==> src/rtl/food_pkg.sv <==
// Shared vending constants: coin values, accumulator states and product prices.
// The menu imports this package too, so prices live in one place.
package food_pkg;

  localparam logic [5:0] MOEDA5  = 6'd5;
  localparam logic [5:0] MOEDA10 = 6'd10;
  localparam logic [5:0] MOEDA25 = 6'd25;

  localparam logic [5:0] PRECO_A = 6'd45;
  localparam logic [5:0] PRECO_B = 6'd40;
  localparam logic [5:0] PRECO_C = 6'd30;
  localparam logic [5:0] PRECO_D = 6'd25;

  typedef enum logic {
    IDLE,
    TROCO
  } state_e;

  // Largest change coin not exceeding the balance; 0 for a sub-coin residue.
  function automatic logic [5:0] troco_coin(input logic [5:0] saldo);
    if (saldo >= MOEDA25)      return MOEDA25;
    else if (saldo >= MOEDA10) return MOEDA10;
    else if (saldo >= MOEDA5)  return MOEDA5;
    else                       return 6'd0;
  endfunction

endpackage

==> src/rtl/button_debounce.sv <==
// Active-low button conditioner: 2-flop synchronizer, stability counter, and a
// registered one-clock press pulse on the accepted high-to-low transition.
module button_debounce #(
  parameter int DEBOUNCE_CYCLES = 1000000
) (
  input  logic clock,
  input  logic reset,
  input  logic btn_n,
  output logic press
);

  localparam int CW = (DEBOUNCE_CYCLES > 1) ? $clog2(DEBOUNCE_CYCLES) : 1;

  logic          sync1_q, sync2_q;
  logic          level_q, level_d;
  logic          level_prev_q;
  logic          press_q, press_d;
  logic [CW-1:0] cnt_q, cnt_d;

  // cnt_q counts consecutive samples that disagree with the accepted level.
  always_comb begin
    level_d = level_q;
    cnt_d   = '0;
    if (sync2_q != level_q) begin
      if (cnt_q == CW'(DEBOUNCE_CYCLES - 1)) level_d = sync2_q;
      else                                   cnt_d   = cnt_q + 1'b1;
    end
    press_d = level_prev_q & ~level_q;
  end

  always_ff @(posedge clock or posedge reset) begin
    if (reset) begin
      sync1_q      <= 1'b1;
      sync2_q      <= 1'b1;
      level_q      <= 1'b1;
      level_prev_q <= 1'b1;
      cnt_q        <= '0;
      press_q      <= 1'b0;
    end else begin
      sync1_q      <= btn_n;
      sync2_q      <= sync1_q;
      level_q      <= level_d;
      level_prev_q <= level_q;
      cnt_q        <= cnt_d;
      press_q      <= press_d;
    end
  end

  assign press = press_q;

endmodule

==> src/rtl/credit_accumulator.sv <==
// Coin credit stage: accumulates debounced coin presses into saldoOut, debits
// menu purchases and pays the balance back as spaced change pulses on cancel.
module credit_accumulator import food_pkg::*; #(
  parameter int DEBOUNCE_CYCLES = 1000000,
  parameter int CHANGE_GAP      = 25000000,
  parameter int SALDO_MAX       = 63
) (
  input  logic       clock,
  input  logic       reset,
  input  logic       coin5_n,
  input  logic       coin10_n,
  input  logic       coin25_n,
  input  logic       cancel_n,
  input  logic [5:0] gastoIn,
  output logic [5:0] saldoOut,
  output logic       coin_reject,
  output logic       debit_error,
  output logic       troco_valid,
  output logic [5:0] troco_value,
  output logic       busy
);

  localparam int GW = (CHANGE_GAP > 1) ? $clog2(CHANGE_GAP) : 1;

  logic press5, press10, press25, press_cancel;

  button_debounce #(.DEBOUNCE_CYCLES(DEBOUNCE_CYCLES)) u_db5 (
    .clock(clock), .reset(reset), .btn_n(coin5_n), .press(press5));
  button_debounce #(.DEBOUNCE_CYCLES(DEBOUNCE_CYCLES)) u_db10 (
    .clock(clock), .reset(reset), .btn_n(coin10_n), .press(press10));
  button_debounce #(.DEBOUNCE_CYCLES(DEBOUNCE_CYCLES)) u_db25 (
    .clock(clock), .reset(reset), .btn_n(coin25_n), .press(press25));
  button_debounce #(.DEBOUNCE_CYCLES(DEBOUNCE_CYCLES)) u_dbc (
    .clock(clock), .reset(reset), .btn_n(cancel_n), .press(press_cancel));

  state_e          state_q, state_d;
  logic [5:0]      saldo_q, saldo_d;
  logic [GW-1:0]   gap_q, gap_d;
  logic [5:0]      gasto_q;
  logic            gasto_nz_q, gasto_nz_d;
  logic [2:0]      pend_q, pend_d;          // {25, 10, 5}
  logic            coin_reject_q, coin_reject_d;
  logic            debit_error_q, debit_error_d;
  logic            troco_valid_q, troco_valid_d;
  logic [5:0]      troco_value_q, troco_value_d;

  logic            debit_ev;
  logic [2:0]      coin_req, coin_sel;
  logic [5:0]      coin_v;
  logic [6:0]      coin_sum;

  // A coin that loses arbitration stays in pend_q until it is served.
  assign coin_req = pend_q | {press25, press10, press5};
  assign coin_sel = coin_req[2] ? 3'b100 : coin_req[1] ? 3'b010 : coin_req[0] ? 3'b001 : 3'b000;
  assign coin_v   = coin_sel[2] ? MOEDA25 : coin_sel[1] ? MOEDA10 : coin_sel[0] ? MOEDA5 : 6'd0;
  assign coin_sum = {1'b0, saldo_q} + {1'b0, coin_v};
  assign debit_ev = (gasto_q != 6'd0) && !gasto_nz_q;

  always_comb begin
    state_d       = state_q;
    saldo_d       = saldo_q;
    gap_d         = gap_q;
    pend_d        = pend_q;
    gasto_nz_d    = (gasto_q != 6'd0);
    coin_reject_d = 1'b0;
    debit_error_d = 1'b0;
    troco_valid_d = 1'b0;
    troco_value_d = 6'd0;
    case (state_q)
      IDLE: begin
        if (debit_ev) begin
          pend_d = coin_req;
          if (gasto_q <= saldo_q) saldo_d       = saldo_q - gasto_q;
          else                    debit_error_d = 1'b1;
        end else if (press_cancel && saldo_q != 6'd0) begin
          pend_d  = coin_req;
          state_d = TROCO;
          gap_d   = '0;
        end else if (coin_req != 3'b000) begin
          pend_d = coin_req & ~coin_sel;
          if (coin_sum <= 7'(SALDO_MAX)) saldo_d       = saldo_q + coin_v;
          else                           coin_reject_d = 1'b1;
        end
      end
      TROCO: begin
        pend_d        = 3'b000;
        coin_reject_d = (coin_req != 3'b000);
        debit_error_d = debit_ev;
        if (saldo_q == 6'd0) begin
          state_d = IDLE;
        end else if (gap_q == '0) begin
          troco_value_d = troco_coin(saldo_q);
          troco_valid_d = (troco_value_d != 6'd0);
          saldo_d       = troco_valid_d ? saldo_q - troco_value_d : 6'd0;
          gap_d         = GW'(CHANGE_GAP - 1);
        end else begin
          gap_d = gap_q - 1'b1;
        end
      end
      default: state_d = IDLE;
    endcase
  end

  always_ff @(posedge clock or posedge reset) begin
    if (reset) begin
      state_q       <= IDLE;
      saldo_q       <= 6'd0;
      gap_q         <= '0;
      gasto_q       <= 6'd0;
      gasto_nz_q    <= 1'b0;
      pend_q        <= 3'b000;
      coin_reject_q <= 1'b0;
      debit_error_q <= 1'b0;
      troco_valid_q <= 1'b0;
      troco_value_q <= 6'd0;
    end else begin
      state_q       <= state_d;
      saldo_q       <= saldo_d;
      gap_q         <= gap_d;
      gasto_q       <= gastoIn;
      gasto_nz_q    <= gasto_nz_d;
      pend_q        <= pend_d;
      coin_reject_q <= coin_reject_d;
      debit_error_q <= debit_error_d;
      troco_valid_q <= troco_valid_d;
      troco_value_q <= troco_value_d;
    end
  end

  assign saldoOut    = saldo_q;
  assign coin_reject = coin_reject_q;
  assign debit_error = debit_error_q;
  assign troco_valid = troco_valid_q;
  assign troco_value = troco_value_q;
  assign busy        = (state_q == TROCO);

endmodule

==> config.mk <==
export PLATFORM = sky130hd
export DESIGN_NAME = credit_accumulator
export DESIGN_NICKNAME = d
export VERILOG_FILES = /design/src/rtl/food_pkg.sv /design/src/rtl/button_debounce.sv /design/src/rtl/credit_accumulator.sv
export SDC_FILE = /design/constraint.sdc
export NUM_CORES = 1
export LEC_CHECK = 0
export BUFFER_PORTS_ARGS = -buffer_cell sky130_fd_sc_hd__buf_2
export CORE_ASPECT_RATIO = 1.4
export CORE_UTILIZATION = 55
export CTS_BUF_LIST = sky130_fd_sc_hd__clkbuf_8
export DETAILED_ROUTE_END_ITERATION = 8
export PLACE_DENSITY = 0.74
export SKIP_LAST_GASP = 1
export SYNTH_ARGS = -nofsm -noshare
export SYNTH_HDL_FRONTEND = slang
export SYNTH_SLANG_ARGS = --single-unit
==> constraint.sdc <==
create_clock -name clock -period 7.05 [get_ports clock]
set_clock_uncertainty 0.2 [all_clocks]
set_input_delay 1.0575 -clock clock [delete_from_list [all_inputs] [get_ports clock]]
set_output_delay 1.0575 -clock clock [all_outputs]
set_load 0.005 [all_outputs]
# == Word-level counts from Yosys, hierarchy flattened ==
# Index checks and enable logic that the tools add are counted.
# totals
input_bits,12
wordCells,148
out_inout_bits,16
reg_bits,151
# op_classes
eq_ne,17
n_bitwise,12
magnitude_cmp,5
addsub,9
n_reduce_logical,15
n_mux,56
# op_table
operator,count
$mux W20,8
$mux W25,4
$mux W6,14
$add A20 B1 Y20 const B,4
$eq A20 B20 Y1 const B,4
$pmux W25 S2,1
$logic_not A25 Y1,1
$sub A25 B1 Y25 const B,1
$mux W3,6
$reduce_bool A6 Y1,3
$mux W1,13
$ne A3 B3 Y1 const B,4
$pmux W6 S2,1
$sub A6 B6 Y6,2
$mux W5,2
$mux W4,2
$reduce_and A2 Y1,4
$add A6 B5 Y7,1
$le A7 B6 Y1 const B,1
$add A6 B5 Y6,1
$ge A6 B3 Y1 const B,1
$ge A6 B4 Y1 const B,1
$ge A6 B5 Y1 const B,1
$le A6 B6 Y1,1
other kinds (18),33

# == Logic depth before layout (Yosys ltp) ==
# Gate-level depths: netlist (run 1).
# logic_depth
depth_word,14
mapped_depth,13
depth_no_buf,12

# == By module ==
# Synthesis (run 1) repeated with hierarchy kept, for this count alone.
# hier_totals
hier_cells,805
hier_area_um2,7860.0
# modules_own_cells
module,n_inst,seq_area_each_um2,area_each_um2,cells_per_inst
button_debounce,4,630.6,1173.6,114
credit_accumulator,1,1251.2,3165.5,349

# == Worst setup path after synthesis (run 1) ==
# No wires, ideal clock.
# synth_path
path_type,reg-to-reg
start,"register saldo_q[1], in the netlist saldoOut[1]"
end,"register saldo_q[5], in the netlist saldoOut[5]"
period_less_slack_ps,3040
setup_time_ps,78
n_path_buf,0
arrival_time_ps,2762
slack_ps,4010
path_stages_with_launch,12
cell_sequence,dfrtp_1 or3_1 a31oi_1 nand2b_1 ha_1 nor2b_1 o21a_1 o21ai_0 a21oi_1 or3_1 o311ai_0 o2bb2ai_1
# synth_between
elab_chain_cells,12
word_cells_on_any_way,33
cone_classes,4 x add/sub; 5 x order compare; 4 x eq/ne; 15 x mux; 5 x reduce/logical
# synth_lines
item,line,source
from (decl),credit_accumulator.sv:37,"logic [5:0] saldo_q, saldo_d;"
from (signal assigned),credit_accumulator.sv:118,saldo_q <= saldo_d;
$ge A6 B3 Y1,food_pkg.sv:23,else if (saldo >= MOEDA5) return MOEDA5;
$mux W3,food_pkg.sv:23,
$mux W4,food_pkg.sv:22,else if (saldo >= MOEDA10) return MOEDA10;
$mux W5,food_pkg.sv:21,if (saldo >= MOEDA25) return MOEDA25;
$mux W6,credit_accumulator.sv:91,end else if (gap_q == '0) begin
$mux W6,credit_accumulator.sv:89,if (saldo_q == 6'd0) begin
$mux W6,credit_accumulator.sv:69,case (state_q)
$sub A6 B6 Y6 / $reduce_bool A6 Y1 (equally long branches),"credit_accumulator.sv:94, credit_accumulator.sv:93",
$mux W6,credit_accumulator.sv:94,saldo_d = troco_valid_d ? saldo_q - troco_value_d : 6'd0;
$mux W6,credit_accumulator.sv:91,
$mux W6,credit_accumulator.sv:89,
$pmux W6 S2,credit_accumulator.sv:69,
# Several ways; a longest one is shown, not always the timed one. The select of a mux whose other input is x is not followed.
# A chain may end at the register's enable or synchronous reset.

# == Worst setup path in the final report (run 1) ==
# Ends and elaborated chain as after synthesis.

==> impl_metrics.sql, run 1 <==
INSERT INTO impl_metrics (metric_group, metric, value, unit) VALUES
('yosys', 'synth.yosys.warnings', '0', ''),
('pwr', 'p_sw_share', '26.7', '%'),
('critical_path', 'cp.required', '7.23', 'ns'),
('final_layout', 'nFillCells', '1125', ''),
('clock_network', 'clk_pin_slew', '0.08', 'ns'),
('floorplan', 'top_level_ports', '28', ''),
('place', 'io_buffer_count', '26', ''),
('critical_path', 'critical_path_class', 'register to register', ''),
('clock_network', 'cts-resized-gates', '0', ''),
('drt', 'drt_wl_total', '13.8', 'mm'),
('critical_path', 'worst_r2r_startpoint', 'saldoOut[1]$_DFFE_PP0P_', ''),
('critical_path', 'startpoint_type', 'register', ''),
('final_layout', 'area.growth.synth_to_final', '8.85', '%'),
('critical_path', 'setup.worst_path.start', 'saldoOut[1]$_DFFE_PP0P_', ''),
('pwr', 'power.internal', '1.26', 'mW'),
('yosys', 'post-synth-top-area-cell', 'sky130_fd_sc_hd__dfrtp_1', ''),
('sta', 'postLayoutSetupSlackWorst', '3.67', 'ns'),
('sta', 'grt_setup_unrepaired', 'no', ''),
('critical_path', 'worst_setup_path_endpoint', 'saldoOut[5]$_DFFE_PP0P_', ''),
('min_path', 'min-delay-path-class', 'register to register', ''),
('floorplan', 'core_region', '13000', 'um2'),
('drt', 'routed_wire_length_per_instance', '14.1', 'um'),
('critical_path', 'worst-path-max-fanout', '10', ''),
('floorplan', 'core.rowCount', '49', ''),
('sta', 'layout_min_cycle_time', '3.38', 'ns'),
('floorplan', 'die_area', '13900', 'um2'),
('sta', 'finalMaxSlewViolations', '0', ''),
('pwr', 'worst_ir_drop_vdd', '0.155', 'mV'),
('yosys', 'flop_and_latch_count_out_of_synthesis', '150', ''),
('global_route', 'grtUsageTotal', '21.6', '%'),
('global_route', 'grt_overflow_total', '0', ''),
('pwr', 'power_density_over_the_cells', '213', 'nW/um2'),
('clock_network', 'htree_levels', '4', ''),
('yosys', 'synth_cells', '759', ''),
('yosys', 'syn_avg_cell_area', '9.76', 'um2'),
('global_route', 'grt_first_pass_wirelength', '24.1', 'mm'),
('critical_path', 'worst_ep_arrival_time', '3.56', 'ns'),
('final_layout', 'antenna_cells', '0', ''),
('pwr', 'netSwitchingPower', '0.458', 'mW'),
('yosys', 'syn-num-nets', '795', ''),
('place', 'sum_of_net_half_perimeters_after_detailed_placement', '9.62', 'mm'),
('yosys', 'synth_top_cell_area_share', '45.3', '%'),
('yosys', 'synth_seq_area_share', '50.9', '%'),
('drt', 'dr_total_vias', '5409', ''),
('sta', 'worst_slew_margin_rel', '34.2', '%'),
('yosys', 'post_synth_main_area_contributors', 'sky130_fd_sc_hd__dfrtp_1, sky130_fd_sc_hd__nor2_1, sky130_fd_sc_hd__xor2_1', ''),
('drt', 'dr.first_iter.drc_count', '212', ''),
('drt', 'remaining_drc_errors', '0', ''),
('critical_path', 'reg2reg_slack', '3.67', 'ns'),
('final_layout', 'post_route_cells_drive_above_1_share', '11.4', '%'),
('yosys', 'synth_edf_count', '0', ''),
('yosys', 'syn_area', '7410', 'um2'),
('drt', 'drt_pre_antenna_iters', '4', ''),
('run', 'cap_violations', '0', ''),
('clock_network', 'clock_latency', '0.45', 'ns'),
('floorplan', 'die_x', '100', 'um'),
('floorplan', 'floorplan.initialDensity', '57.0', '%'),
('clock_network', 'clockBufferDepth', '2', ''),
('global_route', 'grt_start_max_net_pins', '81', ''),
('status', 'run_status', 'complete, no violations', ''),
('clock_network', 'tritoncts', 'done', ''),
('place', 'placement.setup.worst_slack', '3.70', 'ns'),
('floorplan', 'chipHeight', '139', 'um'),
('global_route', 'grt_pass1_vias', '5377', ''),
('drt', 'drt-vias-per-instance', '5.54', ''),
('critical_path', 'setup.worst_path.end_class', 'register', ''),
('pwr', 'power.sequential.fraction', '52.4', '%'),
('pwr', 'leakagePower', '3.61', 'nW'),
('drt', 'drtAntennaViolNets', '0', ''),
('yosys', 'synth_cell_types', '55', ''),
('clock_network', 'numCtsBuffers', '17', '');
cells by family after synthesis:
group | count (synthesis) | synth area share (%)
DFF | 150 | 50.9
xor gates and xnor gates | 91 | 10.8
and+or+nand+nor | 344 | 22.7
other | 1 | 0.0506
AOI/OAI and AO/OA | 100 | 8.13
buffers and inverters | 45 | 2.50
adders and majority gates | 24 | 4.36
muxes | 4 | 0.608
worst min path at each step:
| stage | start | endpoint | slack, ns | cells past startpoint |
|---|---|---|---|---|
| 6_report | u_dbc.sync1_q$_DFF_PP1_ | u_dbc.sync2_q$_DFF_PP1_ | 0.16 | 0 |
| 5_1_grt | u_db10.sync1_q$_DFF_PP1_ | u_db10.sync2_q$_DFF_PP1_ | 0.17 | 0 |
| 4_1_cts | u_db10.sync1_q$_DFF_PP1_ | u_db10.sync2_q$_DFF_PP1_ | 0.16 | 0 |
| 3_5_place_dp | u_db10.sync1_q$_DFF_PP1_ | u_db10.sync2_q$_DFF_PP1_ | 0.15 | 0 |
| 3_3_place_gp | u_dbc.sync1_q$_DFF_PP1_ | u_dbc.sync2_q$_DFF_PP1_ | 0.15 | 0 |
| 2_1_floorplan | u_db10.sync1_q$_DFF_PP1_ | u_db10.sync2_q$_DFF_PP1_ | 0.15 | 0 |
metrics by stage:
step           utilization [%]  cell area (um2)  hold WS [ns]  std cells  power [mW]
5_1_grt                   62.0             8060         0.167        976        1.80
6_report                  62.0             8060         0.162        976        1.71
3_5_place_dp              59.1             7680         0.150        944        1.11
4_1_cts                   62.0             8060         0.162        976        1.73
2_1_floorplan                -             7410         0.145        759        1.06
3_3_place_gp              59.1             7680         0.147        944        1.10
cell type report:
type | instances | area [um2] | area share (%)
Timing Repair Buffer | 27 | 138 | 1.71
Multi-Input combinational cell | 564 | 3450 | 42.8
Clock buffer | 19 | 262 | 3.24
Clock inverter | 13 | 120 | 1.49
Sequential cell | 150 | 3770 | 46.8
Inverter | 25 | 98.8 | 1.23
Tap cell | 178 | 223 | 2.76
layout by cell type (no fill, tap or decap), types with 4 or more instances in the layout:
cell type and instances:
sky130_fd_sc_hd__nor2_1 140, sky130_fd_sc_hd__inv_6 5, sky130_fd_sc_hd__nor2b_1 9, sky130_fd_sc_hd__mux2_2 4, sky130_fd_sc_hd__inv_1 24, sky130_fd_sc_hd__nor4_1 17, sky130_fd_sc_hd__nand3_1 45, sky130_fd_sc_hd__or2_2 4
sky130_fd_sc_hd__xnor2_1 39, sky130_fd_sc_hd__and3_1 8, sky130_fd_sc_hd__nand3b_1 5, sky130_fd_sc_hd__nor4b_1 7, sky130_fd_sc_hd__a31oi_1 4, sky130_fd_sc_hd__a211oi_1 4, sky130_fd_sc_hd__nand2b_1 8, sky130_fd_sc_hd__xor2_1 52
sky130_fd_sc_hd__dfrtp_1 134, sky130_fd_sc_hd__buf_2 26, sky130_fd_sc_hd__clkbuf_8 19, sky130_fd_sc_hd__a21oi_1 26, sky130_fd_sc_hd__dfstp_2 16, sky130_fd_sc_hd__o21a_1 7, sky130_fd_sc_hd__nor3_1 20, sky130_fd_sc_hd__or3_1 8
sky130_fd_sc_hd__o21ai_0 38, sky130_fd_sc_hd__and4_1 6, sky130_fd_sc_hd__nand2_1 46, sky130_fd_sc_hd__nand4_1 8, sky130_fd_sc_hd__ha_1 21
state kept, by name, indices dropped and copies added (netlist names), 3 cells and up:
name	flops
gap_q	25
u_db10.cnt_q	20
u_db25.cnt_q	20
u_db5.cnt_q	20
u_dbc.cnt_q	20
gasto_q	6
saldoOut	6
troco_value	5
pend_q	3
cell usage after synthesis (5+ instances only):
cell type	count
sky130_fd_sc_hd__a21oi_1	26
sky130_fd_sc_hd__and3_1	8
sky130_fd_sc_hd__and4_1	6
sky130_fd_sc_hd__clkbuf_1	13
sky130_fd_sc_hd__dfrtp_1	134
sky130_fd_sc_hd__dfstp_2	16
sky130_fd_sc_hd__ha_1	21
sky130_fd_sc_hd__inv_1	25
sky130_fd_sc_hd__nand2_1	46
sky130_fd_sc_hd__nand2b_1	8
sky130_fd_sc_hd__nand3_1	45
sky130_fd_sc_hd__nand3b_1	5
sky130_fd_sc_hd__nand4_1	8
sky130_fd_sc_hd__nor2_1	140
sky130_fd_sc_hd__nor2b_1	9
sky130_fd_sc_hd__nor3_1	20
sky130_fd_sc_hd__nor4_1	17
sky130_fd_sc_hd__nor4b_1	7
sky130_fd_sc_hd__o21a_1	7
sky130_fd_sc_hd__o21ai_0	38
sky130_fd_sc_hd__or3_1	8
sky130_fd_sc_hd__xnor2_1	39
sky130_fd_sc_hd__xor2_1	52
routing by layer:
layer  wire [um]  vias to the layer above  GRT usage, %  part of all wire [%]
met2        7060                       82          36.7                    51
met5           0                        -             0                     0
met3         408                       22          5.32                   3.0
li1            -                     2651             -                     -
met1        6010                     2654          26.7                    44
met4         275                        0          7.78                   2.0
worst max-delay path: stages, from the launching register on:
cell and delay [ns]:
sky130_fd_sc_hd__dfrtp_1 0.54, sky130_fd_sc_hd__or3_1 0.44, sky130_fd_sc_hd__a31oi_1 0.37, sky130_fd_sc_hd__nand2b_1 0.20
sky130_fd_sc_hd__ha_1 0.30, sky130_fd_sc_hd__nor2b_1 0.13, sky130_fd_sc_hd__o21a_1 0.17, sky130_fd_sc_hd__o21ai_0 0.23
sky130_fd_sc_hd__a21oi_1 0.13, sky130_fd_sc_hd__or3_1 0.34, sky130_fd_sc_hd__o311ai_0 0.10, sky130_fd_sc_hd__o2bb2ai_1 0.15
power by group through the flow:
stage / Sequential (mW) / Combinational [mW] / Clock [mW]
2_1_floorplan: 0.909 / 0.151 / 0
3_3_place_gp: 0.914 / 0.188 / 0
3_5_place_dp: 0.915 / 0.193 / 0
4_1_cts: 0.898 / 0.194 / 0.639
5_1_grt: 0.902 / 0.221 / 0.680
6_report: 0.899 / 0.192 / 0.623
No activity file was read; power rests on OpenSTA's default activity.
==> run 2: changes to the inputs <==
--- a/config.mk
+++ b/config.mk
@@ -10,7 +10,7 @@
 export CORE_UTILIZATION = 55
 export CTS_BUF_LIST = sky130_fd_sc_hd__clkbuf_8
 export DETAILED_ROUTE_END_ITERATION = 8
-export PLACE_DENSITY = 0.74
+export PLACE_DENSITY = 0.77
 export SKIP_LAST_GASP = 1
 export SYNTH_ARGS = -nofsm -noshare
 export SYNTH_HDL_FRONTEND = slang
==> constraint.sdc (replaced) <==
create_clock -name clock -period 3.1 [get_ports clock]
set_clock_uncertainty 0.2 [all_clocks]
set_input_delay 0.465 -clock clock [delete_from_list [all_inputs] [get_ports clock]]
set_output_delay 0.465 -clock clock [all_outputs]
set_load 0.005 [all_outputs]
==> run 2 against run 1 <==
Clock power rose by 130%; total power rose by 130%; via count rose by 2.6%; sequential power rose by 130%; maximum frequency rose by 12%; non-clock buffer count rose by 30; sequential share of layout area fell by 1.6 points; flip-flop and latch count did not move.
==> impl_metrics.sql, run 2 (same netlist as run 1, synthesis figures left out) <==
INSERT INTO impl_metrics (metric_group, metric, value, unit) VALUES
('status', 'run_status', 'complete, no violations', ''),
('clock_network', 'clock_latency', '0.44', 'ns'),
('critical_path', 'timing.rr.end', 'saldoOut[5]$_DFFE_PP0P_', ''),
('place', 'place.detailed.instances', '961', ''),
('drt', 'dr.first_iter.drc_count', '320', ''),
('run', 'cap_violations', '0', ''),
('final_layout', 'antenna_cells', '0', ''),
('sta', 'finalMaxSlewViolations', '0', ''),
('critical_path', 'critical_path_class', 'register to register', ''),
('sta', 'achievable-frequency', '331', 'MHz'),
('sta', 'totalNegativeSetupSlack', '0', 'ns'),
('place', 'placed_area', '7820', 'um2'),
('floorplan', 'floorplan.initialDensity', '57.0', '%'),
('floorplan', 'core_region', '13000', 'um2'),
('critical_path', 'worst_r2r_startpoint', 'saldoOut[1]$_DFFE_PP0P_', ''),
('drt', 'drt_wl_total', '14.3', 'mm'),
('clock_network', 'tritoncts', 'done', ''),
('global_route', 'grtUsageTotal', '22.2', '%'),
('critical_path', 'worst-path-max-fanout', '5', ''),
('drt', 'drt_pre_antenna_iters', '4', ''),
('place', 'sum_of_net_half_perimeters_after_detailed_placement', '9.89', 'mm'),
('pwr', 'leakagePower', '3.76', 'nW'),
('clock_network', 'numCtsBuffers', '17', ''),
('drt', 'drtAntennaViolNets', '0', ''),
('clock_network', 'clockBufferDepth', '2', ''),
('global_route', 'grt_overflow_total', '0', ''),
('final_layout', 'layout_commonest_cell', 'sky130_fd_sc_hd__nor2_1', ''),
('pwr', 'worst_ir_drop_vdd', '0.515', 'mV'),
('floorplan', 'die_area', '13900', 'um2'),
('sta', 'setup_viol_count_final', '0', ''),
('global_route', 'grt_start_max_net_pins', '151', ''),
('drt', 'dr_total_vias', '5550', ''),
('sta', 'layout_min_cycle_time', '3.02', 'ns'),
('clock_network', 'clk_pin_slew', '0.08', 'ns'),
('sta', 'layout_worst_path_cycle_share', '97.6', '%'),
('sta', 'worst_slew_margin_rel', '48.4', '%'),
('drt', 'drt-vias-per-instance', '5.52', ''),
('final_layout', 'final_design_area_no_fill', '8360', 'um2'),
('critical_path', 'reg2reg_slack', '0.08', 'ns'),
('floorplan', 'top_level_ports', '28', ''),
('final_layout', 'largest_register_ffs', '25', ''),
('global_route', 'grt_antenna_before_repair', '0', ''),
('final_layout', 'nFillCells', '1039', ''),
('global_route', 'grt_first_pass_wirelength', '24.8', 'mm'),
('critical_path', 'setup.worst_path.end_class', 'register', ''),
('clock_network', 'htree_levels', '4', ''),
('pwr', 'power_density_over_the_cells', '477', 'nW/um2'),
('min_path', 'min-delay-path-class', 'input port to asynchronous set/reset pin', ''),
('place', 'io_buffer_count', '26', ''),
('critical_path', 'startpoint_type', 'register', ''),
('floorplan', 'die_x', '100', 'um'),
('final_layout', 'post_route_cells_drive_above_1_share', '13.5', '%'),
('place', 'placement.setup.worst_slack', '0.0288', 'ns'),
('clock_network', 'cts_sinks', '150', ''),
('clock_network', 'clk_root_buffer_cell', 'sky130_fd_sc_hd__clkbuf_8', ''),
('pwr', 'post-layout-total-power', '3.98', 'mW'),
('final_layout', 'final_core_utilization', '64.3', '%'),
('final_layout', 'stdcell_count', '1005', ''),
('drt', 'remaining_drc_errors', '0', ''),
('critical_path', 'r2r.worst_path.cells', '11', ''),
('floorplan', 'chipHeight', '139', 'um'),
('final_layout', 'area.growth.synth_to_final', '12.8', '%'),
('final_layout', 'top_library_cells_by_usage_in_the_layout_fill_and_taps_aside', 'sky130_fd_sc_hd__nor2_1, sky130_fd_sc_hd__dfrtp_1, sky130_fd_sc_hd__xor2_1, sky130_fd_sc_hd__nand2_1, sky130_fd_sc_hd__nand3_1', ''),
('critical_path', 'cp.required', '3.26', 'ns'),
('floorplan', 'core.rowCount', '49', ''),
('sta', 'hold-worst-slack', '0.0510', 'ns'),
('final_layout', 'nNetsFinal', '851', ''),
('global_route', 'grt_pass1_vias', '5601', ''),
('sta', 'grt_setup_unrepaired', 'yes', ''),
('sta', 'timing.final.hold_violations', '0', ''),
('place', 'place.gp.congestion', '0.913', ''),
('final_layout', 'top_register', 'gap_q', ''),
('critical_path', 'worst_ep_arrival_time', '3.18', 'ns'),
('sta', 'postLayoutSetupSlackWorst', '0.0756', 'ns'),
('sta', 'worst_pin_slew', '0.769', 'ns'),
('drt', 'routed_wire_length_per_instance', '14.2', 'um');
-- run 2: changes by cell type in the layout (fill, tap and decap cells not counted), moves of 2 or more --
cell / previous run / this run
sky130_fd_sc_hd__dfrtp_1: 134 / 132
sky130_fd_sc_hd__inv_1: 24 / 27
sky130_fd_sc_hd__dlygate4sd3_1: 0 / 10
sky130_fd_sc_hd__buf_4: 1 / 20
sky130_fd_sc_hd__inv_6: 5 / 0
sky130_fd_sc_hd__dfrtp_2: 0 / 2
-- run 2: per-layer routing --
metal | wire, um | share of wire (%) | GRT usage [%] | vias up
met1 | 6100 | 43 | 26.5 | 2705
met4 | 365 | 2.6 | 10.5 | 0
met5 | 0 | 0 | 0 | -
met3 | 430 | 3.0 | 4.57 | 30
li1 | - | - | - | 2705
met2 | 7380 | 52 | 38.1 | 110
-- run 2: report_power, final --
group	total [mW]	internal [mW]	switching, mW	leakage [nW]
Combinational	0.506	0.215	0.291	1.56
Sequential	2.03	1.99	0.0318	2.00
Clock	1.45	0.763	0.686	0.204
-- run 2: final cells by class --
class / count / area (um2) / share of cell area (%)
Sequential cell: 150 / 3780 / 45.2
Multi-Input combinational cell: 564 / 3470 / 41.6
Timing Repair Buffer: 57 / 400 / 4.79
Clock buffer: 20 / 275 / 3.29
Tap cell: 178 / 223 / 2.67
Clock inverter: 11 / 110 / 1.32
Inverter: 25 / 97.6 / 1.17
-- run 2: how the worst max path moves through the flow --
stage                             from                       to  depth (start not counted)
4_1_cts        saldoOut[1]$_DFFE_PP0P_  saldoOut[5]$_DFFE_PP0P_                         11
3_5_place_dp   saldoOut[1]$_DFFE_PP0P_  saldoOut[5]$_DFFE_PP0P_                         11
5_1_grt          pend_q[1]$_DFFE_PP0P_  saldoOut[5]$_DFFE_PP0P_                         12
6_report       saldoOut[1]$_DFFE_PP0P_  saldoOut[5]$_DFFE_PP0P_                         11
3_3_place_gp   saldoOut[1]$_DFFE_PP0P_  saldoOut[5]$_DFFE_PP0P_                         11
2_1_floorplan  saldoOut[1]$_DFFE_PP0P_  saldoOut[5]$_DFFE_PP0P_                         11
-- run 2: critical path, stage by stage (launching register included) --
cell and delay (ns):
sky130_fd_sc_hd__dfrtp_2 0.45, sky130_fd_sc_hd__or3_1 0.42, sky130_fd_sc_hd__a31oi_2 0.20, sky130_fd_sc_hd__nand2b_1 0.13, sky130_fd_sc_hd__ha_1 0.29, sky130_fd_sc_hd__nor2b_1 0.13
sky130_fd_sc_hd__o21a_1 0.17, sky130_fd_sc_hd__o21ai_0 0.21, sky130_fd_sc_hd__a21oi_1 0.11, sky130_fd_sc_hd__or3_1 0.36, sky130_fd_sc_hd__o311ai_0 0.11, sky130_fd_sc_hd__o2bb2ai_1 0.17
-- run 2: what timing repair did --
action                                  4_1_cts  5_1_grt
gates resized for setup                       0        6
buffers inserted                              0        3
endpoints found under the hold margin        10        0
hold buffers                                 10        0
endpoints found under the setup margin        0        6
